--- config.mk ---
export PLATFORM = sky130hd
export DESIGN_NAME = mic_ifu
export DESIGN_NICKNAME = d
export VERILOG_FILES = /design/src/rtl/mic_pkg.sv /design/src/rtl/mic_byte_queue.sv /design/src/rtl/mic_ifu.sv
export SDC_FILE = /design/constraint.sdc
export NUM_CORES = 1
export LEC_CHECK = 0
export CAP_MARGIN = 20
export CORE_MARGIN = 2
export CORE_UTILIZATION = 40
export CTS_CLUSTER_SIZE = 14
export DETAILED_ROUTE_END_ITERATION = 8
export SETUP_SLACK_MARGIN = 0.1
export SKIP_CTS_REPAIR_TIMING = 1
export SLEW_MARGIN = 20
export SYNTH_ARGS = -nofsm -noshare
export SYNTH_HDL_FRONTEND = slang
export SYNTH_SLANG_ARGS = --single-unit
export TNS_END_PERCENT = 100
--- constraint.sdc ---
create_clock -name clk -period 6.25 [get_ports clk]
set_input_delay 0.9375 -clock clk [delete_from_list [all_inputs] [get_ports clk]]
set_output_delay 0.9375 -clock clk [all_outputs]
set_load 0.05 [all_outputs]
--- src/rtl/mic_pkg.sv ---
// Shared types and helpers for the MIC-2 instruction fetch unit.
package mic_pkg;

    typedef enum logic [1:0] {
        IDLE    = 2'd0,
        REQ     = 2'd1,
        DISCARD = 2'd2
    } ifu_state_t;

    localparam int WORD_BYTES = 4;

    // Byte idx of a big-endian word: idx 0 is bits [31:24].
    function automatic logic [7:0] word_byte(input logic [31:0] word, input logic [1:0] idx);
        logic [7:0] b;
        case (idx)
            2'd0:    b = word[31:24];
            2'd1:    b = word[23:16];
            2'd2:    b = word[15:8];
            2'd3:    b = word[7:0];
            default: b = 8'h00;
        endcase
        return b;
    endfunction

endpackage

--- src/rtl/mic_byte_queue.sv ---
// Circular byte queue for the fetch unit. Pushes the tail bytes of a word
// (starting at a skip offset) and pops 0/1/2 bytes from the head. The head
// pointer wraps with an explicit compare, so depth need not be a power of two.
module mic_byte_queue
    import mic_pkg::*;
#(
    parameter  int QUEUE_BYTES = 8,
    localparam int CNT_W       = $clog2(QUEUE_BYTES + 1)
) (
    input  logic             clk,
    input  logic             rst_n,
    input  logic             flush_i,
    input  logic             push_i,
    input  logic [31:0]      push_word_i,
    input  logic [1:0]       push_skip_i,
    input  logic [1:0]       pop_n_i,
    output logic [7:0]       head0_o,
    output logic [7:0]       head1_o,
    output logic [CNT_W-1:0] count_o
);

    localparam int PTR_W = $clog2(QUEUE_BYTES);
    localparam int SUM_W = PTR_W + 2;

    logic [7:0]       buf_q [QUEUE_BYTES];
    logic [7:0]       buf_d [QUEUE_BYTES];
    logic [PTR_W-1:0] head_q, head_d;
    logic [CNT_W-1:0] count_q, count_d;
    logic [PTR_W-1:0] tail_s;
    logic [2:0]       push_n_s;

    // Reduce a value below 2*QUEUE_BYTES into the pointer range.
    function automatic logic [PTR_W-1:0] wrap_idx(input logic [SUM_W-1:0] x);
        logic [PTR_W-1:0] r;
        if (x >= SUM_W'(QUEUE_BYTES)) begin
            r = PTR_W'(x - SUM_W'(QUEUE_BYTES));
        end else begin
            r = PTR_W'(x);
        end
        return r;
    endfunction

    assign push_n_s = 3'(WORD_BYTES) - {1'b0, push_skip_i};
    assign tail_s   = wrap_idx(SUM_W'(head_q) + SUM_W'(count_q));

    // Next-state of storage, head and count; each slot checks its offset from the tail.
    always_comb begin
        buf_d   = buf_q;
        head_d  = head_q;
        count_d = count_q;
        for (int j = 0; j < QUEUE_BYTES; j++) begin
            if (push_i && !flush_i &&
                (SUM_W'(wrap_idx(SUM_W'(j) + SUM_W'(QUEUE_BYTES) - SUM_W'(tail_s))) < SUM_W'(push_n_s))) begin
                buf_d[j] = word_byte(push_word_i, push_skip_i +
                           2'(wrap_idx(SUM_W'(j) + SUM_W'(QUEUE_BYTES) - SUM_W'(tail_s))));
            end else begin
                buf_d[j] = buf_q[j];
            end
        end
        if (flush_i) begin
            head_d  = '0;
            count_d = '0;
        end else begin
            head_d  = wrap_idx(SUM_W'(head_q) + SUM_W'(pop_n_i));
            count_d = count_q - CNT_W'(pop_n_i) + (push_i ? CNT_W'(push_n_s) : CNT_W'(1'b0));
        end
    end

    // Queue state registers.
    always_ff @(posedge clk or negedge rst_n) begin
        if (!rst_n) begin
            for (int j = 0; j < QUEUE_BYTES; j++) begin
                buf_q[j] <= 8'h00;
            end
            head_q  <= '0;
            count_q <= '0;
        end else begin
            buf_q   <= buf_d;
            head_q  <= head_d;
            count_q <= count_d;
        end
    end

    assign head0_o = buf_q[head_q];
    assign head1_o = buf_q[wrap_idx(SUM_W'(head_q) + SUM_W'(1'b1))];
    assign count_o = count_q;

endmodule

--- src/rtl/mic_ifu.sv ---
// MIC-2 instruction fetch unit: fetch FSM, PC tracking and the single
// outstanding word-read handshake feeding the MBR byte queue.
module mic_ifu
    import mic_pkg::*;
#(
    parameter int QUEUE_BYTES = 8,
    parameter int ADDR_W      = 32
) (
    input  logic              clk,
    input  logic              rst_n,
    input  logic              pc_load,
    input  logic [ADDR_W-1:0] pc_in,
    input  logic              mbr1_consume,
    input  logic              mbr2_consume,
    output logic              mem_req,
    output logic [ADDR_W-3:0] mem_addr,
    input  logic              mem_ack,
    input  logic [31:0]       mem_rdata,
    output logic [7:0]        mbr1,
    output logic              mbr1_valid,
    output logic [15:0]       mbr2,
    output logic              mbr2_valid,
    output logic [ADDR_W-1:0] pc_out
);

    localparam int CNT_W = $clog2(QUEUE_BYTES + 1);
    localparam int CW1   = CNT_W + 1;
    localparam int FA_W  = ADDR_W - 2;

    ifu_state_t        state_q, state_d;
    logic [FA_W-1:0]   fetch_addr_q, fetch_addr_d;
    logic [FA_W-1:0]   mem_addr_q, mem_addr_d;
    logic              mem_req_q, mem_req_d;
    logic [ADDR_W-1:0] pc_q, pc_d;
    logic [1:0]        skip_q, skip_d;
    logic [CNT_W-1:0]  count_s;
    logic [7:0]        head0_s, head1_s;
    logic              ack_s, push_s, new_req_s, room_s, room_after_s;
    logic [1:0]        pop_s;
    logic [2:0]        push_n_s;

    // An ack only counts while a request is actually outstanding.
    assign ack_s        = mem_ack & mem_req_q;
    assign push_n_s     = 3'(WORD_BYTES) - {1'b0, skip_q};
    // Free-space checks use the count before any pop in this cycle.
    assign room_s       = ({1'b0, count_s} + CW1'(WORD_BYTES)) <= CW1'(QUEUE_BYTES);
    assign room_after_s = ({1'b0, count_s} + CW1'(push_n_s) + CW1'(WORD_BYTES)) <= CW1'(QUEUE_BYTES);

    // Consume arbitration: load wins, two-byte consume beats one-byte, oversize is dropped.
    always_comb begin
        pop_s = 2'd0;
        if (pc_load) begin
            pop_s = 2'd0;
        end else if (mbr2_consume) begin
            pop_s = (count_s >= CNT_W'(2'd2)) ? 2'd2 : 2'd0;
        end else if (mbr1_consume) begin
            pop_s = (count_s >= CNT_W'(1'b1)) ? 2'd1 : 2'd0;
        end else begin
            pop_s = 2'd0;
        end
    end

    // Fetch FSM next state, push decision and request address capture.
    always_comb begin
        state_d   = state_q;
        push_s    = 1'b0;
        new_req_s = 1'b0;
        case (state_q)
            IDLE: begin
                if (!pc_load && room_s) begin
                    state_d   = REQ;
                    new_req_s = 1'b1;
                end else begin
                    state_d = IDLE;
                end
            end
            REQ: begin
                if (pc_load) begin
                    state_d = ack_s ? IDLE : DISCARD;
                end else if (ack_s) begin
                    push_s = 1'b1;
                    if (room_after_s) begin
                        state_d   = REQ;
                        new_req_s = 1'b1;
                    end else begin
                        state_d = IDLE;
                    end
                end else begin
                    state_d = REQ;
                end
            end
            DISCARD: begin
                if (ack_s) begin
                    state_d = IDLE;
                end else begin
                    state_d = DISCARD;
                end
            end
            default: state_d = IDLE;
        endcase
    end

    assign fetch_addr_d = pc_load ? pc_in[ADDR_W-1:2] :
                          (push_s ? fetch_addr_q + FA_W'(1'b1) : fetch_addr_q);
    assign skip_d       = pc_load ? pc_in[1:0] : (push_s ? 2'b00 : skip_q);
    assign pc_d         = pc_load ? pc_in : pc_q + ADDR_W'(pop_s);
    assign mem_addr_d   = new_req_s ? fetch_addr_d : mem_addr_q;
    assign mem_req_d    = (state_d != IDLE);

    // Control, PC and handshake registers.
    always_ff @(posedge clk or negedge rst_n) begin
        if (!rst_n) begin
            state_q      <= IDLE;
            fetch_addr_q <= '0;
            mem_addr_q   <= '0;
            mem_req_q    <= 1'b0;
            pc_q         <= '0;
            skip_q       <= 2'b00;
        end else begin
            state_q      <= state_d;
            fetch_addr_q <= fetch_addr_d;
            mem_addr_q   <= mem_addr_d;
            mem_req_q    <= mem_req_d;
            pc_q         <= pc_d;
            skip_q       <= skip_d;
        end
    end

    mic_byte_queue #(
        .QUEUE_BYTES (QUEUE_BYTES)
    ) u_queue (
        .clk         (clk),
        .rst_n       (rst_n),
        .flush_i     (pc_load),
        .push_i      (push_s),
        .push_word_i (mem_rdata),
        .push_skip_i (skip_q),
        .pop_n_i     (pop_s),
        .head0_o     (head0_s),
        .head1_o     (head1_s),
        .count_o     (count_s)
    );

    assign mem_req    = mem_req_q;
    assign mem_addr   = mem_addr_q;
    assign pc_out     = pc_q;
    assign mbr1_valid = (count_s >= CNT_W'(1'b1));
    assign mbr2_valid = (count_s >= CNT_W'(2'd2));
    assign mbr1       = mbr1_valid ? head0_s : 8'h00;
    assign mbr2       = mbr2_valid ? {head0_s, head1_s} : 16'h0000;

endmodule

### After elaboration in Yosys (flattened, before gate mapping)

Cells that the tools add are included.

| operators by class | value |
|---|---|
| $add $sub $neg | 38 |
| multiply operators | 0 |
| divide/modulo/power cells | 0 |
| magnitude comparators | 25 |
| eq/ne operators | 26 |
| shift-type cells | 0 |
| muxes and demuxes | 62 |
| bitwise gates (word level) | 3 |
| reduce and logical (&&, ||, !) cells | 22 |

Operators by type and width:

| cell | number |
|---|---|
| 8-bit case mux with 4 select lines | 8 |
| 30-bit 2-to-1 mux | 2 |
| 8-bit binary-select mux with 3-bit select | 2 |
| 5-bit by 4-bit >= comparator with 1-bit output, second input constant | 9 |
| 8-bit 2-to-1 mux | 5 |
| 4-bit by 3-bit subtractor with 5-bit output, first input constant | 8 |
| 3-bit 2-to-1 mux | 13 |
| 2-bit == test, second input constant | 17 |
| 3-bit by 1-bit subtractor with 3-bit output, second input constant | 11 |
| 32-bit by 2-bit adder with 32-bit output | 1 |
| 2-bit 2-to-1 mux | 16 |
| 32-bit 2-to-1 mux | 1 |
| 30-bit by 1-bit adder with 30-bit output, second input constant | 1 |
| 3-bit less-than comparator | 8 |
| 2-bit by 1-bit == test with 1-bit output, second input constant | 9 |
| 2-bit logical NOT | 9 |
| 2-bit adder | 8 |
| 4-bit >= comparator, second input constant | 4 |
| 16-bit 2-to-1 mux | 1 |
| 1-bit 2-to-1 mux | 11 |
| 5-bit by 4-bit less-or-equal comparator with 1-bit output, second input constant | 2 |
| 1-bit logical AND | 10 |
| 3-bit inverter with 4-bit output | 2 |
| 2-bit case mux with 3 select lines | 1 |
| 16 further kinds | 17 |

| word-level totals | value |
|---|---|
| register bits after elaboration | 168 |
| latch bits | 0 |
| RAM bits | 0 |
| memory bits (read-only) | 0 |
| memories kept | 0 |

### Logic depth before layout (Yosys ltp)

Gate-level depths: netlist of the first run.

| depth | value |
|---|---|
| depth in word-level cells | 12 |
| depth in mapped cells | 13 |

### Hierarchy

Synthesis of the first run repeated with hierarchy kept, for this count alone.

| unflattened totals | value |
|---|---|
| cells, all modules | 841 |
| area, all modules | 10292.4 µm² |

By module, submodules not included:

| module | instances | cells each | area an instance (µm²) |
|---|---|---|---|
| mic_ifu | 1 | 517 | 5235.0 |
| mic_byte_queue | 1 | 324 | 5057.4 |

### Least setup slack after synthesis of the first run

Ideal clock, no wire load.

| timing | value |
|---|---|
| path type | input to register |
| start point | input port pc_load |
| end point | register pc_q[14], in the netlist pc_out[14] |
| setup time | 0.125 ns |
| arrival | 3.449 ns |
| data required time | 6.125 ns |
| setup slack | 2.677 ns |
| stages | 11 |
| buffers on the path | 2 |
| cells stage by stage | clkbuf_1 > buf_1 > nor4b_1 > ha_1 > inv_1 > fa_1 > nor2b_1 > and3_1 > nand2_1 > xnor2_1 > mux2_2 |

| between the ends | value |
|---|---|
| word-level cells in the longest chain between the ends | 3 |

RTL lines:

| element | line | source |
|---|---|---|
| start: declaration | mic_ifu.sv:11 | `input logic pc_load,` |
| 2-bit 2-to-1 mux | mic_ifu.sv:52 | `if (pc_load) begin` |
| 32-bit by 2-bit adder with 32-bit output | mic_ifu.sv:106 | `assign pc_d = pc_load ? pc_in : pc_q + ADDR_W'(pop_s);` |
| 32-bit 2-to-1 mux (*) | mic_ifu.sv:106 |  |
| via pc_d[14] | mic_ifu.sv:34 | `logic [ADDR_W-1:0] pc_q, pc_d;` |
| end signal: assignment | mic_ifu.sv:124 | `pc_q <= pc_d;` |
| end: declaration | mic_ifu.sv:34 |  |

The timed path passes the listed nets; every way through them passes the cells marked *.
A chain may end at the register's enable or synchronous reset.

### Final worst setup path of the first run

| timing | value |
|---|---|
| start point | register u_queue.head_q[1] |
| end point | output port mbr2[5] |

| between the ends | value |
|---|---|
| word-level cells in the longest chain between the ends | 8 |

RTL lines:

| element | line | source |
|---|---|---|
| start: declaration | mic_byte_queue.sv:27 | `logic [PTR_W-1:0] head_q, head_d;` |
| start signal: assignment | mic_byte_queue.sv:75 | `head_q <= '0;` |
| start signal: assignment | mic_byte_queue.sv:79 | `head_q <= head_d;` |
| 3-bit by 1-bit adder with 4-bit output (*) | mic_byte_queue.sv:85 | `assign head1_o = buf_q[wrap_idx(SUM_W'(head_q) + SUM_W'(1'b1))];` |
| 4-bit >= comparator / 3-bit by 1-bit subtractor with 3-bit output (equally long branches) | mic_byte_queue.sv:35, mic_byte_queue.sv:36 |  |
| 3-bit 2-to-1 mux (*) | mic_byte_queue.sv:35 | `if (x >= SUM_W'(QUEUE_BYTES)) begin` |
| 3-bit inverter with 4-bit output (implied by the code) (*) | mic_byte_queue.sv:85 |  |
| 8-bit binary-select mux with 3-bit select (*) | mic_byte_queue.sv:85 |  |
| 8-bit 2-to-1 mux (implied by the code) (*) (2 in a row) | mic_byte_queue.sv:85 |  |
| 16-bit 2-to-1 mux (*) | mic_ifu.sv:150 | `assign mbr2 = mbr2_valid ? {head0_s, head1_s} : 16'h0000;` |
| end: declaration | mic_ifu.sv:21 | `output logic [15:0] mbr2,` |

Every way passes the cells marked *; elsewhere a longest branch is shown, timed or not. The select of a mux whose other input is x is not followed.

==> results.yml, run 1 <==
grt:
  vias_in_the_first_global_route: 7532
  grt_pass1_wl_mm: 43.4
  grt_max_degree: 78
  track_usage_pct: 21.2
  antenna_found_initial: 0
  globalRouteOverflowTotal: 0
synthesis:
  ys_async_sr_fraction_pct: 100
  synth_ff_type: "sky130_fd_sc_hd__dfrtp_1"
  synth.top_cells.by_count: "sky130_fd_sc_hd__dfrtp_1, sky130_fd_sc_hd__mux2_2, sky130_fd_sc_hd__mux4_2, sky130_fd_sc_hd__nor2_1, sky130_fd_sc_hd__nand2_1"
  post_synth_num_cell_types: 58
  synth.yosys.warnings: 0
  synthDominantAreaCellType: "sky130_fd_sc_hd__dfrtp_1"
  netlist.area_leader.share_pct: 41.2
  yosysMostFrequentCell: "sky130_fd_sc_hd__dfrtp_1"
  synth_top_cells_by_area: "sky130_fd_sc_hd__dfrtp_1, sky130_fd_sc_hd__mux4_2, sky130_fd_sc_hd__mux2_2"
  total_nets_after_synthesis: 973
  synth_area_per_cell_um2: 11.8
  synth-seq-cells: 168
  postSynthCellCount: 863
  synth_seq_area_share_pct: 41.2
  synth.cell_area_um2: 10200
  post_synth_edffs: 0
placement:
  number_of_buffers_inserted_by_port_buffering: 158
  dp_hpwl_mm: 20.1
  placed_cells: 1324
  post-place-ws_ns: 1.74
  globalplace.congestion: 0.795
clock_network:
  clk_root_buffer_cell: "sky130_fd_sc_hd__clkbuf_16"
  clkLatencyLatePin_ns: 0.44
  clkSlewWorstSetupHoldPaths_ns: 0.08
  clock_buffer_count_from_cts: 17
  cts_htree_levels: 4
  cts_tree: "done"
  max-clock-path-buffers: 2
  clock_sink_count: 168
setup_path:
  critPathCaptureType: "output pin"
  launch_point_of_the_worst_path: "u_queue.head_q[1]"
  setup.reg_to_reg.worst_slack_ns: 2.14
  crit_path_max_fanout: 19
  timing.critical_path.slowest_stage_cell: "sky130_fd_sc_hd__ha_1"
  critPathLaunchType: "flop"
  cp_data_required_time_ns: 5.31
  r2r_start: "skip_q[0]"
  critical_path.max_stage_delay_ns: 1.15
  timing.critical_path.cells: "ha_1, mux4_2, nand2_1, a21oi_1, clkdlybuf4s50_1"
  critPathArrivalTime_ns: 3.86
  critPathCapture: "mbr2[5]"
  worst_r2r_path_depth: 10
  r2r-end: "mem_addr[7]"
  worst-setup-path-type: "flop to output pin"
pwr:
  leakage_nw: 5.18
  total_power_mw: 5.85
  power.density_cell_area_nw_per_um2: 460
  irDropWorstVdd_uv: 302
floorplan:
  std_cell_rows: 58
  io_pins: 159
  coreArea_um2: 25100
  initial_utilization_pct: 40.6
  die_area_um2: 26800
  floorplan.die.width_um: 164
  floorplan.die.height_um: 164
cells_and_area:
  area_growth_pct: 24.5
  nets: 1123
  antenna_cells_inserted: 0
  stdcell_count: 1356
  final_layout_size_suffix_gt1_share_pct: 22.2
run:
  drv_cap: 0
timing:
  fin_hold_ws_ns: 0.507
  layout_worst_path_cycle_share_pct: 76.8
  max_freq_mhz: 208
  drv_slew: 0
  worst_clk_skew_ns: 0.0156
  finalSetupViolations: 0
  post-route-worst-setup-slack_ns: 1.45
  totalNegativeSetupSlack_ns: 0
  grt_setup_unrepaired: "false"
  timing.final.crit_period_ns: 4.80
  maxSlewHeadroom_pct: 29.4
  worst_pin_slew_ns: 1.05
  hold_violations: 0
route:
  route.antenna.remaining_nets: 0
  final_routed_drc_violation_total: 0
  num_vias: 7603
  routed_wire_length_per_instance_um: 20.4
  drt_iter0_markers: 439
  route.final.wire_length_mm: 27.6
  dr.pass1.iters: 5
  viasPerCell: 5.61
status:
  status: "complete, no violations"
min_path:
  hold_path_class: "input pin to asynchronous set/reset pin"
[worst min-delay path by stage]
stage,cells after the start,end,from,slack [ns]
2_1_floorplan,1,u_queue.buf_q[10],u_queue.buf_q[10],0.49
3_3_place_gp,1,mem_addr[29],mem_addr[29],0.49
3_5_place_dp,1,mem_addr[26],mem_addr[26],0.50
4_1_cts,1,mem_addr[25],mem_addr[25],0.52
5_1_grt,1,mem_addr[7],mem_addr[7],0.53
6_report,1,u_queue.buf_q[51],rst_n,0.51
[report_power, final]
part / switching (mW) / leakage [nW] / internal [mW] / total (mW)
logic: 1.74 / 2.86 / 1.34 / 3.08
clock network: 0.513 / 0.292 / 0.547 / 1.06
registers: 0.296 / 2.02 / 1.41 / 1.71
total: 2.55 / 5.18 / 3.30 / 5.85
[per-stage QoR]
stage	util, %	area (um2)
final	50.6	12700
after global placement	48.2	12100
after CTS	50.6	12700
after global routing	50.6	12700
after detailed placement	48.2	12100
after floorplan	-	10200
[layout make-up]
type	instances	area, um2
clock buffers	18	439
clock inverters	14	150
fillers	2314	12400
inverters	44	165
multi-input cells	614	5690
flip-flops and latches	168	4200
well taps	330	413
repair buffers	168	1650
[flip-flops by register name (all words and copies together), names as in the netlist]
register	count
fetch_addr_q	30
u_queue.head_q	3
u_queue.buf_q	64
mem_req	1
mem_addr	30
skip_q	2
state_q	2
pc_out	32
u_queue.count_o	4
[metal layers]
metal / global-route usage [%] / wire [um] / up-vias
met5: 0 / 0 / -
met4: 4.78 / 319 / 0
met3: 4.27 / 1220 / 25
met2: 33.4 / 13100 / 167
met1: 30.4 / 13000 / 3920
li1: - / - / 3491
[worst max-delay path, delay by kind of cell, from the launching register on]
kind	cells	cell delay, ns
mux	1	0.37
simple gates	1	0.05
fa+ha+maj	1	1.15
flops	1	0.75
buf+inv	1	0.85
compound gates	1	0.26
[cells in the final DEF, fill, tap and decap left out, types with 20 or more instances in the layout]
cell                              count
sky130_fd_sc_hd__dfrtp_1            168
sky130_fd_sc_hd__clkdlybuf4s50_1    156
sky130_fd_sc_hd__mux2_2              96
sky130_fd_sc_hd__mux4_2              60
sky130_fd_sc_hd__nor2_1              57
sky130_fd_sc_hd__nand2_1             45
sky130_fd_sc_hd__inv_1               43
sky130_fd_sc_hd__a21oi_1             40
sky130_fd_sc_hd__xnor2_1             35
sky130_fd_sc_hd__ha_1                34
sky130_fd_sc_hd__nand3_1             24
sky130_fd_sc_hd__nand4_1             20
[kinds of logic (layout without fill, tap and decap cells)]
group / Yosys count / after routing / share of synthesized area [%]
XOR/XNOR: 55 / 55 / 4.79
AND/OR/NAND/NOR: 244 / 244 / 12.8
adder cells (fa/ha/maj): 40 / 40 / 5.35
multiplexers: 175 / 175 / 26.3
AO/OA/AOI/OAI: 100 / 100 / 6.20
buffers and inverters: 81 / 244 / 3.37
flip-flops: 168 / 168 / 41.2
Power figures use the tool's default switching activity.
==> inputs of run 2 (changes only) <==
clock period = 4.4 ns   (was 6.25 ns; I/O delays follow)
==> run 2 against run 1 <==
Final area increased by 0.98%. Flip-flop and latch count stayed put. Critical path depth up 2. Die area stayed put. Via count fell by 0.99%. Critical endpoint is now mbr2[2]. Sequential power increased by 40%. First-iteration DRC count fell by 14%. Routed wire length fell by 0.81%. Register-to-register slack worse by 1.3 ns. Worst setup slack got worse by 0.67 ns. Largest power group unchanged. Highest routed layer unchanged.
==> results.yml, run 2 (synthesis gave the netlist of run 1 again) <==
status:
  status: "complete, no violations"
min_path:
  hold_path_class: "input pin to asynchronous set/reset pin"
placement:
  globalplace.congestion: 0.794
  placed_cells: 1339
  dp_hpwl_mm: 20.1
  detailed_place.area_um2: 12200
  number_of_buffers_inserted_by_port_buffering: 158
pwr:
  irDropWorstVdd_uv: 409
  power.density_cell_area_nw_per_um2: 651
  total_power_mw: 8.36
  leakage_nw: 5.28
timing:
  timing.final.crit_period_ns: 3.62
  max_freq_mhz: 276
  totalNegativeSetupSlack_ns: 0
  layout_worst_path_cycle_share_pct: 82.2
  drv_slew: 0
  hold_violations: 0
  grt_setup_unrepaired: "false"
  worst_pin_slew_ns: 0.985
  worst_clk_skew_ns: 0.0170
  maxSlewHeadroom_pct: 34.3
  finalSetupViolations: 0
floorplan:
  floorplan.die.height_um: 164
  die_area_um2: 26800
  floorplan.die.width_um: 164
  coreArea_um2: 25100
  io_pins: 159
  initial_utilization_pct: 40.6
  std_cell_rows: 58
route:
  routed_wire_length_per_instance_um: 20.0
  final_routed_drc_violation_total: 0
  route.antenna.remaining_nets: 0
  dr.pass1.iters: 5
  drt_iter0_markers: 376
  viasPerCell: 5.49
  route.final.wire_length_mm: 27.4
  num_vias: 7528
cells_and_area:
  area_growth_pct: 25.8
  nets: 1138
  finish.utilization_pct: 51.1
  largest-register: "u_queue.buf_q"
  final_layout_size_suffix_gt1_share_pct: 24.1
  layout_common_cells: "sky130_fd_sc_hd__dfrtp_1, sky130_fd_sc_hd__clkdlybuf4s50_1, sky130_fd_sc_hd__mux2_2"
  stdcell_area_um2: 12800
  layout.cells.most_common: "sky130_fd_sc_hd__dfrtp_1"
  antenna_cells_inserted: 0
  stdcell_count: 1371
  largest_register_ffs: 64
setup_path:
  critPathCaptureType: "output pin"
  worst-setup-path-type: "flop to output pin"
  critPathLaunchType: "flop"
  setup.reg_to_reg.worst_slack_ns: 0.80
  critPathArrivalTime_ns: 2.96
  cp_data_required_time_ns: 3.74
  crit_path_max_fanout: 34
grt:
  track_usage_pct: 21.2
  antenna_found_initial: 0
  grt_pass1_wl_mm: 43.1
  grt_max_degree: 91
  vias_in_the_first_global_route: 7494
  globalRouteOverflowTotal: 0
clock_network:
  clock_sink_count: 168
  clock_buffer_count_from_cts: 17
  clkLatencyLatePin_ns: 0.44
  cts_tree: "done"
  clkSlewWorstSetupHoldPaths_ns: 0.07
  clk_root_buffer_cell: "sky130_fd_sc_hd__clkbuf_16"
  cts_htree_levels: 4
  max-clock-path-buffers: 2
run:
  drv_cap: 0
-- run 2: cell types whose count changed in the layout (fill, tap and decap cells not counted), sizes merged --
cell | before | now
buf | 12 | 35
bufinv | 0 | 1
clkbuf | 18 | 17
clkdlybuf4s50 | 156 | 148
clkinv | 4 | 3
inv | 54 | 55
-- run 2: layout make-up --
type,count,area [um2]
fill,2304,12300
timing repair buffer,183,1780
sequential,168,4200
clock inverter,15,168
clock buffer,17,425
inverter,44,165
tap,330,413
multi-input combinational,614,5680
-- run 2: through the flow --
stage / worst slack, ns / hold slack [ns]
final: 0.782 / 0.308
after global routing: 0.567 / 0.364
after CTS: 0.715 / 0.341
after detailed placement: 0.843 / 0.495
after global placement: 0.966 / 0.493
after floorplan: 1.04 / 0.364
-- run 2: metal layers --
| layer | vias to the layer above | GRT usage [%] | routed length [um] |
|---|---|---|---|
| met5 | - | 0 | 0 |
| met3 | 23 | 4.02 | 1030 |
| met2 | 133 | 33.0 | 12900 |
| met4 | 0 | 4.67 | 302 |
| met1 | 3845 | 30.8 | 13100 |
| li1 | 3527 | - | - |
-- run 2: critical path: stages (launching register included) --
cell	delay (ns)
sky130_fd_sc_hd__dfrtp_1	0.35
sky130_fd_sc_hd__buf_4	0.47
sky130_fd_sc_hd__ha_1	0.40
sky130_fd_sc_hd__buf_4	0.34
sky130_fd_sc_hd__mux4_2	0.54
sky130_fd_sc_hd__nand2_1	0.08
sky130_fd_sc_hd__a21oi_1	0.11
sky130_fd_sc_hd__buf_4	0.21
-- run 2: final timing paths --
kind | from | to | depth (start not counted)
min in group clk | mem_addr[3] | mem_addr[3] | 1
hold / removal | rst_n | u_queue.buf_q[56] | 1
max in group asynchronous | rst_n | fetch_addr_q[22] | 2
setup / recovery | u_queue.head_q[0] | mbr2[2] | 7
setup reg to reg | skip_q[0] | mem_addr[3] | 10
hold reg to reg | mem_addr[3] | mem_addr[3] | 1
-- run 2: power by group --
part / internal [mW] / leakage [nW] / switching (mW)
sequential: 2.01 / 2.02 / 0.380
clock: 0.815 / 0.295 / 0.723
combinational: 1.93 / 2.96 / 2.51
total: 4.75 / 5.28 / 3.61
